File: config.mk
export PLATFORM = sky130hd
export DESIGN_NAME = lock_reset_sequencer
export DESIGN_NICKNAME = d
export VERILOG_FILES = /design/src/rtl/lock_reset_sequencer.sv
export SDC_FILE = /design/constraint.sdc
export NUM_CORES = 1
export LEC_CHECK = 0
export ABC_AREA = 1
export CAP_MARGIN = 10
export CORE_UTILIZATION = 35
export DETAILED_ROUTE_END_ITERATION = 12
export PLACE_DENSITY = 0.54
export SLEW_MARGIN = 25
export SYNTH_ARGS = -nofsm -noshare
export SYNTH_HDL_FRONTEND = slang
export SYNTH_SLANG_ARGS = --single-unit
File: constraint.sdc
create_clock -name clk_100MHz -period 2.25 [get_ports clk_100MHz]
set_input_delay 0.3375 -clock clk_100MHz [delete_from_list [all_inputs] [get_ports clk_100MHz]]
set_output_delay 0.3375 -clock clk_100MHz [all_outputs]
set_load 0.01 [all_outputs]
File: src/rtl/lock_reset_sequencer.sv
// Staged reset release gated on a qualified PLL lock. A relock request is raised when lock
// stays absent too long, and lock losses after release are counted (saturating).
module lock_reset_sequencer #(
  parameter int LOCK_STABLE_CYCLES = 1024,
  parameter int STAGE_GAP          = 16,
  parameter int RELOCK_TIMEOUT     = 65536,
  parameter int RELOCK_PULSE       = 16,
  parameter int CNT_W              = 8
) (
  input  logic             clk_100MHz,
  input  logic             rst_n,
  input  logic             pll_locked,
  output logic             sys_rst_n,
  output logic             dsp_rst_n,
  output logic             ready,
  output logic             relock_req,
  output logic [CNT_W-1:0] lock_loss_cnt,
  output logic [2:0]       state_o
);

  localparam int MAX_AB = (LOCK_STABLE_CYCLES > STAGE_GAP) ? LOCK_STABLE_CYCLES : STAGE_GAP;
  localparam int MAX_CD = (RELOCK_TIMEOUT > RELOCK_PULSE) ? RELOCK_TIMEOUT : RELOCK_PULSE;
  localparam int MAXP   = (MAX_AB > MAX_CD) ? MAX_AB : MAX_CD;
  localparam int CW     = $clog2(MAXP + 1);

  localparam logic [CW-1:0] QUAL_LAST  = CW'(LOCK_STABLE_CYCLES - 1);
  localparam logic [CW-1:0] STAGE_LAST = CW'(STAGE_GAP - 1);
  localparam logic [CW-1:0] WAIT_LAST  = CW'(RELOCK_TIMEOUT - 1);
  localparam logic [CW-1:0] PULSE_LAST = CW'(RELOCK_PULSE - 1);

  typedef enum logic [2:0] {
    ST_WAIT   = 3'd0,
    ST_QUAL   = 3'd1,
    ST_STAGE  = 3'd2,
    ST_RUN    = 3'd3,
    ST_RELOCK = 3'd4
  } state_t;

  typedef struct packed {
    logic sys;
    logic dsp;
    logic rdy;
    logic rlk;
  } out_t;

  function automatic out_t decode(input state_t s);
    out_t o;
    o.sys = (s == ST_STAGE) || (s == ST_RUN);
    o.dsp = (s == ST_RUN);
    o.rdy = (s == ST_RUN);
    o.rlk = (s == ST_RELOCK);
    return o;
  endfunction

  logic          sync_q, lock_s;
  state_t        state_q, state_d;
  logic [CW-1:0] cnt_q, cnt_d;
  logic          loss;
  out_t          out_d;

  // pll_locked crosses domains here and nowhere else
  always_ff @(posedge clk_100MHz or negedge rst_n) begin
    if (!rst_n) begin
      sync_q <= 1'b0;
      lock_s <= 1'b0;
    end else begin
      sync_q <= pll_locked;
      lock_s <= sync_q;
    end
  end

  always_comb begin
    state_d = state_q;
    loss    = 1'b0;
    case (state_q)
      ST_WAIT: begin
        if (lock_s)                  state_d = ST_QUAL;
        else if (cnt_q == WAIT_LAST) state_d = ST_RELOCK;
      end
      ST_QUAL: begin
        if (!lock_s)                 state_d = ST_WAIT;
        else if (cnt_q == QUAL_LAST) state_d = ST_STAGE;
      end
      ST_STAGE: begin
        if (!lock_s) begin
          state_d = ST_WAIT;
          loss    = 1'b1;
        end else if (cnt_q == STAGE_LAST) begin
          state_d = ST_RUN;
        end
      end
      ST_RUN: begin
        if (!lock_s) begin
          state_d = ST_WAIT;
          loss    = 1'b1;
        end
      end
      ST_RELOCK: begin
        if (cnt_q == PULSE_LAST) state_d = ST_WAIT;
      end
      default: state_d = ST_WAIT;
    endcase
  end

  // RUN has no timed exit, so the counter is parked there instead of wrapping
  always_comb begin
    cnt_d = cnt_q + CW'(1);
    if (state_d != state_q || state_q == ST_RUN) cnt_d = '0;
  end

  assign out_d = decode(state_d);

  always_ff @(posedge clk_100MHz or negedge rst_n) begin
    if (!rst_n) begin
      state_q       <= ST_WAIT;
      cnt_q         <= '0;
      sys_rst_n     <= 1'b0;
      dsp_rst_n     <= 1'b0;
      ready         <= 1'b0;
      relock_req    <= 1'b0;
      lock_loss_cnt <= '0;
    end else begin
      state_q    <= state_d;
      cnt_q      <= cnt_d;
      sys_rst_n  <= out_d.sys;
      dsp_rst_n  <= out_d.dsp;
      ready      <= out_d.rdy;
      relock_req <= out_d.rlk;
      if (loss && lock_loss_cnt != {CNT_W{1'b1}})
        lock_loss_cnt <= lock_loss_cnt + CNT_W'(1);
    end
  end

  assign state_o = state_q;

endmodule

; ---- Word level (Yosys, flattened, before mapping)
; Index checks and enable logic that the tools add are counted.
[word_totals]
register_bits = 33
latch_bits = 0
ram_bits = 0
romBits = 0
in_bits = 3
elab_cells = 39
mem_count = 0
[classes]
add_sub_neg = 2
mul = 0
div = 0
order_cmp = 0
eq_ne = 12
n_shift = 0
muxes = 12
bitwise = 0
n_reduce_logical = 5
[ops]
columns = op, n
row1 = 3-bit 2-to-1 mux, 8
row2 = "17-bit by 1-bit adder with 17-bit output, second input constant", 1
row3 = "17-bit by 10-bit equality test with 1-bit output, second input constant", 1
row4 = "17-bit by 16-bit equality test with 1-bit output, second input constant", 1
row5 = "17-bit by 4-bit equality test with 1-bit output, second input constant", 1
row6 = 17-bit 2-to-1 mux, 1
row7 = 3-bit case mux with 5 select lines, 1
row8 = "3-bit by 2-bit equality test with 1-bit output, second input constant", 4
row9 = "8-bit by 1-bit adder with 8-bit output, second input constant", 1
row10 = "8-bit inequality test, second input constant", 1
row11 = "3-bit equality test, second input constant", 2
row12 = "3-bit by 1-bit equality test with 1-bit output, second input constant", 1
row13 = 3-bit logical NOT, 1
row14 = 3-bit inequality test, 1
row15 = 1-bit logical OR, 2
row16 = 1-bit 2-to-1 mux, 2
row17 = 2-bit OR reduction, 1
row18 = 1-bit logical AND, 1

; ---- Longest topological paths before layout
; Gate-level depths: netlist (run 1).
[logic_depth]
word_depth = 7
mapped_depth = 15
mapped_depth_nobuf = 14

; ---- Worst setup path after synthesis (run 1)
; OpenSTA, ideal clock, no wires.
[synth_timing]
path_kind = reg2reg
startpoint = reg cnt_q[0]
endpoint = reg cnt_q[13]
setup_time_ns = 0.121
arrival_ns = 2.057
required_ns = 2.129
setup_slack_ns = 0.072
stages_incl_launch_ff = 16
path_buffers = 1
synth_period_minus_slack_ns = 2.178
cell_sequence = dfrtp_1 -> ha_1 -> nand3_4 -> nor4_1 -> and2_1 -> nand4_1 -> nor2_1 -> ha_1 -> nand3b_2 -> nand2_1 -> nor2_1 -> nand2_1 -> nor2_1 -> nand3_4 -> buf_8 -> nor2_2
[synth_via]
elab_chain_cells = 7
elab_cells_between_ends = 15
cone_classes = add/sub: 1 / eq/ne: 4 / mux: 9 / reduce/logical: 1
[synth_rtl]
columns = element, line
row1 = start: declaration, 57  ; logic [CW-1:0] cnt_q, cnt_d;
row2 = start signal: assignment, 124  ; cnt_q <= cnt_d;
row3 = 17-bit by 4-bit equality test with 1-bit output (tied with other cells), "88, 99"
row4 = 3-bit 2-to-1 mux (on tied branches), "88, 78, 82"
row5 = 3-bit 2-to-1 mux (on tied branches), "85, 77, 81"
row6 = 3-bit case mux with 5 select lines, 75  ; case (state_q)
row7 = 3-bit inequality test, 108  ; if (state_d != state_q || state_q == ST_RUN) cnt_d = '0;
row8 = 1-bit logical OR, 108
row9 = 17-bit 2-to-1 mux (*), 108
row10 = net cnt_d[13], 57
; The timed path passes the listed nets; every way through them passes the cells marked *.
; A chain may end at the register's enable or synchronous reset.

; ---- Final worst setup path (run 1)
[layout_timing]
startpoint = reg cnt_q[6]
endpoint = reg cnt_q[6]
; Same word-level chain as after synthesis.

==> flow_summary_export.csv, run 1 <==
group,metric,value,unit
clock_network,root_buffer,"clkbuf_8",
pwr,power,1.42,mW
worst_setup_path,crit_arrival,2290,ps
sta,finalSetupViolCount,0,
logic_synthesis,synth_area_leaders,"dfrtp_1 (49%), xor2_1 (8.3%), nor2_1 (5.5%)",
logic_synthesis,ys_ff_latch,33,
sta,skew,8.24,ps
routing,routedWlPerCell,13.2,microns
sta,setup_slack,128,ps
pwr,power.density,634,mW/mm^2
placed_design,dpl_cell_area,0.00199,sq mm
floorplanning,die_w,71.7,microns
flow_run,drv_cap,0,
pwr,p_switching,316,uW
clock_network,cts_tree,"done",
clock_network,clockBufferDepth,2,
logic_synthesis,async_flop_share,1.00,
finish,stdcell_area,0.00224,sq mm
worst_setup_path,path_max_fanout,8,
worst_hold_path,hold_path_class,"register to register",
logic_synthesis,synth_area_per_cell,9.33,sq um
routing,drtIter0Drc,51,
placed_design,routabilityCongestion,0.820,
logic_synthesis,synth.most_common_cell,"dfrtp_1",
worst_setup_path,timing.rr.start,"cnt_q[6]",
sta,setup_tns,0,ps
sta,hold_viol,0,
sta,min_period,2120,ps
floorplanning,fp.dieArea,0.00513,sq mm
routing,dr.pass1.iters,4,
routing,ant_nets,0,
floorplanning,die_h,71.7,microns
grt,antenna_found_initial,0,
logic_synthesis,yosysWarnings,0,
grt,track_usage,0.154,
pwr,ir_worst_vdd,0.320,mV
pwr,p_int,1.10,mW
sta,period_share,0.943,
outcome,status,"completed",
sta,tightestPinTransition,424,ps
routing,routed_wl,3.61,mm
logic_synthesis,syn-num-nets,188,
logic_synthesis,ys_seq_area_frac,0.486,
floorplanning,core,0.00450,sq mm
pwr,pwr-share-clk,0.466,
grt,grt_pass1_vias,1401,
logic_synthesis,yosysUniqueCellTypes,27,
grt,overflow,0,
clock_network,numCtsBuffers,5,
finish,antennaDiodeCount,0,
floorplanning,initial_core_util,0.377,
worst_setup_path,crit_start,"cnt_q[6]",
floorplanning,io_pins,18,
sta,fmax,0.471,GHz
logic_synthesis,syn_inst,182,
clock_network,clkTransAtPathRegs,70,ps
clock_network,clock_sinks,33,
worst_setup_path,endpoint_kind,"register",
routing,via_per_inst,4.86,
routing,vias,1332,
pwr,combPwrFrac,0.085,
logic_synthesis,synth_ff_type,"dfrtp_1",
worst_setup_path,critical_path_class,"register to register",
logic_synthesis,yosys.area.top_type,"dfrtp_1",
grt,grt_pass1_wl,6.13,mm
logic_synthesis,synth_area,0.00170,sq mm
finish,drive_above_1_share,0.270,
worst_setup_path,start_kind,"register",
pwr,p_sw_frac,0.223,
clock_network,htreeDepth,2,
worst_setup_path,r2r-end,"cnt_q[6]",
worst_hold_path,worstHoldStart,"sync_q",
finish,utilization,0.497,
worst_setup_path,r2r_slack,130,ps
finish,nets,227,
pwr,p_leak,1.06,nW
worst_setup_path,reg2reg_depth,13,
floorplanning,rows,24,
grt,grt_max_degree,34,
worst_setup_path,crit_path_end,"cnt_q[6]",
placed_design,portBuffers,17,
finish,syn2layout_area_growth,31.8,%
clock_network,insertion_delay,280,ps
sta,slew-limit-headroom,0.717,
logic_synthesis,synth_common_cells,"dfrtp_1 (33), nor2_1 (25), inv_1 (21), nand2_1 (20), xor2_1 (16)",
logic_synthesis,synth_edf_count,0,
worst_setup_path,crit_required,2420,ps
routing,drc,0,
placed_design,place_ws,-74.0,ps
sta,slew_violations,0,
placed_design,hpwl,2.43,mm
pwr,power_frac_seq,0.449,
logic_synthesis,synth_top_area_frac,0.486,
## worst max-delay path, stage by stage, from the launching register on
cell      delay [ps]
dfrtp_1          390
nand4_1          200
nor4_4           270
and2_1           180
nand4_1           90
nor2_1           130
ha_2             200
nand3b_4          80
nand2_2           60
nor2_2            40
nand2_2           70
nor2_4            60
nand3_4          190
nor2_2            40
## layout make-up
type                            instances  area, sq um
Clock buffer                            5         68.8
Clock inverter                          3         65.1
Fill cell                             423         2270
Inverter                               23         86.3
Multi-Input combinational cell        126          845
Sequential cell                        33          826
Tap cell                               52         65.1
Timing Repair Buffer                   32          283
## stage by stage
stage                     std cells  hold WS (ps)
after floorplan                 182          41.9
after global routing            274           369
after CTS                       269           357
final                           274           353
after global placement          260           339
after detailed placement        260           340
## what timing repair did
item / 4_1_cts / 5_1_grt
setup endpoints to repair: 17 / 17
gates cloned: 1 / 1
hold buffers: 0 / 0
gates resized for setup: 2 / 10
setup buffers: 0 / 4
pin swaps: 1 / 6
## power by group through the flow
stage | logic [mW] | clock network [mW] | registers [mW]
2_1_floorplan | 0.0664 | 0 | 0.640
4_1_cts | 0.110 | 0.678 | 0.632
5_1_grt | 0.137 | 0.700 | 0.639
6_report | 0.120 | 0.661 | 0.638
3_5_place_dp | 0.101 | 0 | 0.643
3_3_place_gp | 0.0980 | 0 | 0.641
## layer usage
layer | part of all wire | GRT usage | vias to the layer above
met1 | 0.46 | 0.182 | 653
met4 | 0.0086 | 0.0566 | 0
met2 | 0.50 | 0.267 | 20
met5 | 0 | 0 | -
li1 | - | - | 655
met3 | 0.031 | 0.0422 | 4
## cells in the final DEF (no fill, tap or decap), types with 6 or more instances in the layout
| cell | netlist | routed |
|---|---|---|
| inv_1 | 21 | 21 |
| clkdlybuf4s50_1 | 0 | 17 |
| nor2_2 | 12 | 13 |
| nand4_1 | 6 | 6 |
| nor2_1 | 25 | 23 |
| xor2_1 | 16 | 16 |
| nand2_1 | 20 | 18 |
| buf_4 | 1 | 15 |
| dfrtp_1 | 33 | 33 |
| nand3_1 | 12 | 12 |
## flip-flops by register name, summed over array words and instances (netlist names)
register and count:
cnt_q 17, lock_loss_cnt 8, lock_s 1, ready 1, relock_req 1, state_o 3, sync_q 1, sys_rst_n 1
## worst min path at each step
stage | to | slack (ps) | depth (start not counted)
after floorplan | cnt_q[0] | 40 | 0
after global placement | lock_s | 340 | 0
after detailed placement | lock_s | 340 | 0
after CTS | lock_s | 360 | 0
after global routing | lock_s | 370 | 0
final | lock_s | 350 | 0
## cells by family after synthesis
kind of cell | synth area share
multiplexers | 0.00663
AND/OR/NAND/NOR | 0.296
flip-flops | 0.486
adder cells (fa/ha/maj) | 0.0221
XOR/XNOR | 0.108
buffers and inverters | 0.0641
AO/OA/AOI/OAI | 0.0170
No activity file was read; power rests on OpenSTA's default activity.
==> run 2: changes to the inputs <==
CTS_CLUSTER_SIZE = 28   (was unset)
==> results of run 2 <==
Same layout as run 1: the final DEF is identical, and so are final timing and power.
==> run 3: changes to the inputs <==
CAP_MARGIN = unset   (was 10)
CORE_UTILIZATION = 30   (was 35)
PLACE_DENSITY = 0.46   (was 0.54)
clock period = 2.6 ns   (was 2.25 ns; I/O delays follow)
==> run 3 against run 2 <==
  * Cell count grew 1.5%
  * Sequential cell count is the same
  * Core utilization shrank 12 points
  * First-iteration DRC count grew 57%
  * Worst setup slack gained 190 ps
  * Sequential share of layout area grew 3.5 points
  * Critical path depth grew 1
  * Worst hold slack gained 2.7 ps
  * Global-route usage shrank 3.5 points
  * Largest power group is now registers
==> flow_summary_export.csv, run 3 (same netlist as run 1, synthesis figures left out) <==
group,metric,value,unit
grt,track_usage,0.120,
grt,grt_pass1_vias,1230,
placed_design,routabilityCongestion,0.899,
pwr,p_leak,0.928,nW
sta,period_share,0.879,
finish,regMostFlops,"cnt_q",
clock_network,cts_tree,"done",
clock_network,htreeDepth,2,
finish,largest_reg_flops,17,
grt,overflow,0,
worst_setup_path,crit_start,"cnt_q[0]",
floorplanning,core,0.00547,sq mm
clock_network,clockBufferDepth,2,
clock_network,insertion_delay,280,ps
clock_network,hold_buffers,0,
finish,antennaDiodeCount,0,
sta,hold_viol,0,
floorplanning,fp.dieArea,0.00596,sq mm
routing,routed_wl,3.15,mm
floorplanning,die_w,77.2,microns
finish,syn2layout_area_growth,20.3,%
worst_setup_path,critical_path_class,"register to register",
finish,multi_input_area,781,sq um
sta,rsz0062_at_grt,"no",
finish,seq_area,826,sq um
worst_setup_path,endpoint_kind,"register",
routing,ant_nets,0,
finish,final_common_cell,"dfrtp_1",
routing,routedWlPerCell,11.3,microns
clock_network,clkTransAtPathRegs,70,ps
finish,fillCellCount,561,
placed_design,hpwl,2.31,mm
routing,via_per_inst,4.50,
floorplanning,die_h,77.2,microns
clock_network,post_cts.repair.setup_buffers,0,
worst_hold_path,worstHoldStart,"sync_q",
sta,skew,4.40,ps
routing,drtIter0Drc,80,
flow_run,drv_cap,0,
worst_setup_path,timing.rr.start,"cnt_q[0]",
sta,tightestPinTransition,423,ps
clock_network,numCtsBuffers,5,
sta,finalSetupViolCount,0,
clock_network,clock_sinks,33,
floorplanning,initial_core_util,0.310,
sta,min_period,2280,ps
finish,mostFrequentLayoutCells,"dfrtp_1 (33), nor2_1 (25), inv_1 (21)",
grt,grt_max_degree,34,
pwr,power.density,486,mW/mm^2
placed_design,portBuffers,17,
clock_network,root_buffer,"clkbuf_8",
grt,antenna_found_initial,0,
floorplanning,io_pins,18,
sta,fmax,0.438,GHz
finish,drive_above_1_share,0.184,
worst_setup_path,path_max_fanout,17,
worst_setup_path,crit_required,2760,ps
routing,dr.pass1.iters,5,
sta,whs,355,ps
sta,slew-limit-headroom,0.718,
sta,slew_violations,0,
finish,nets,211,
routing,vias,1252,
worst_hold_path,hold_path_class,"register to register",
outcome,status,"completed",
worst_setup_path,start_kind,"register",
pwr,ir_worst_vdd,0.188,mV
floorplanning,rows,27,
clock_network,cts_resized,0,
routing,drc,0,
worst_setup_path,crit_arrival,2440,ps
sta,setup_tns,0,ps
grt,grt_pass1_wl,5.64,mm
==> run 3: cell count changes in the layout (fill, tap and decap cells not counted), moves of 2 or more <==
cell,change
nand2_1,+2
buf_4,-14
nand2_2,-2
ha_1,+2
bufinv_16,-2
nor2_1,+2
==> run 3: final timing paths <==
path	cells after the start	slack [ps]	to
setup / recovery	14	320	cnt_q[0]
hold / removal	0	360	lock_s
setup reg to reg	14	320	cnt_q[0]
hold reg to reg	0	360	lock_s
max in group asynchronous	2	1780	cnt_q[7]
min in group asynchronous	2	510	relock_req
==> run 3: cell type report <==
type	count	area share
sequential	33	0.404
multi-input combinational	124	0.382
timing repair buffer	18	0.0870
tap	72	0.0441
inverter	23	0.0423
clock buffer	6	0.0355
clock inverter	2	0.00490
==> run 3: power breakdown <==
group	total, mW	switching, mW	internal (mW)
Sequential	0.546	0.0162	0.530
Clock	0.368	0.183	0.185
Combinational	0.0783	0.0498	0.0285
==> run 3: worst max-delay path: stages, from the launching register on <==
cell,delay [ps]
dfrtp_1,380
ha_1,240
nand3_4,150
nor4_4,240
and2_4,190
nand4_1,60
nor2_1,120
ha_1,170
nand3b_2,100
nand2_1,70
nor2_1,40
nand2_1,50
nor2_1,60
nand3_4,210
nor2_1,80
==> run 3: per-layer routing <==
layer / GRT usage / up-vias / part of all wire
met3: 0.0286 / 7 / 0.045
li1: - / 616 / -
met5: 0 / - / 0
met2: 0.196 / 40 / 0.50
met1: 0.146 / 589 / 0.44
met4: 0.0566 / 0 / 0.020
==> run 3: per-stage QoR <==
step	setup WS (ps)	total power, mW	instance area [sq um]	utilization	instances
finish	315	0.993	2040	0.373	278
global route	8.98	1.05	2040	0.373	278
CTS	133	1.02	2030	0.370	278
detailed placement	146	0.636	1940	0.355	270
global placement	271	0.632	1940	0.355	270
floorplan	422	0.612	1700	-	182
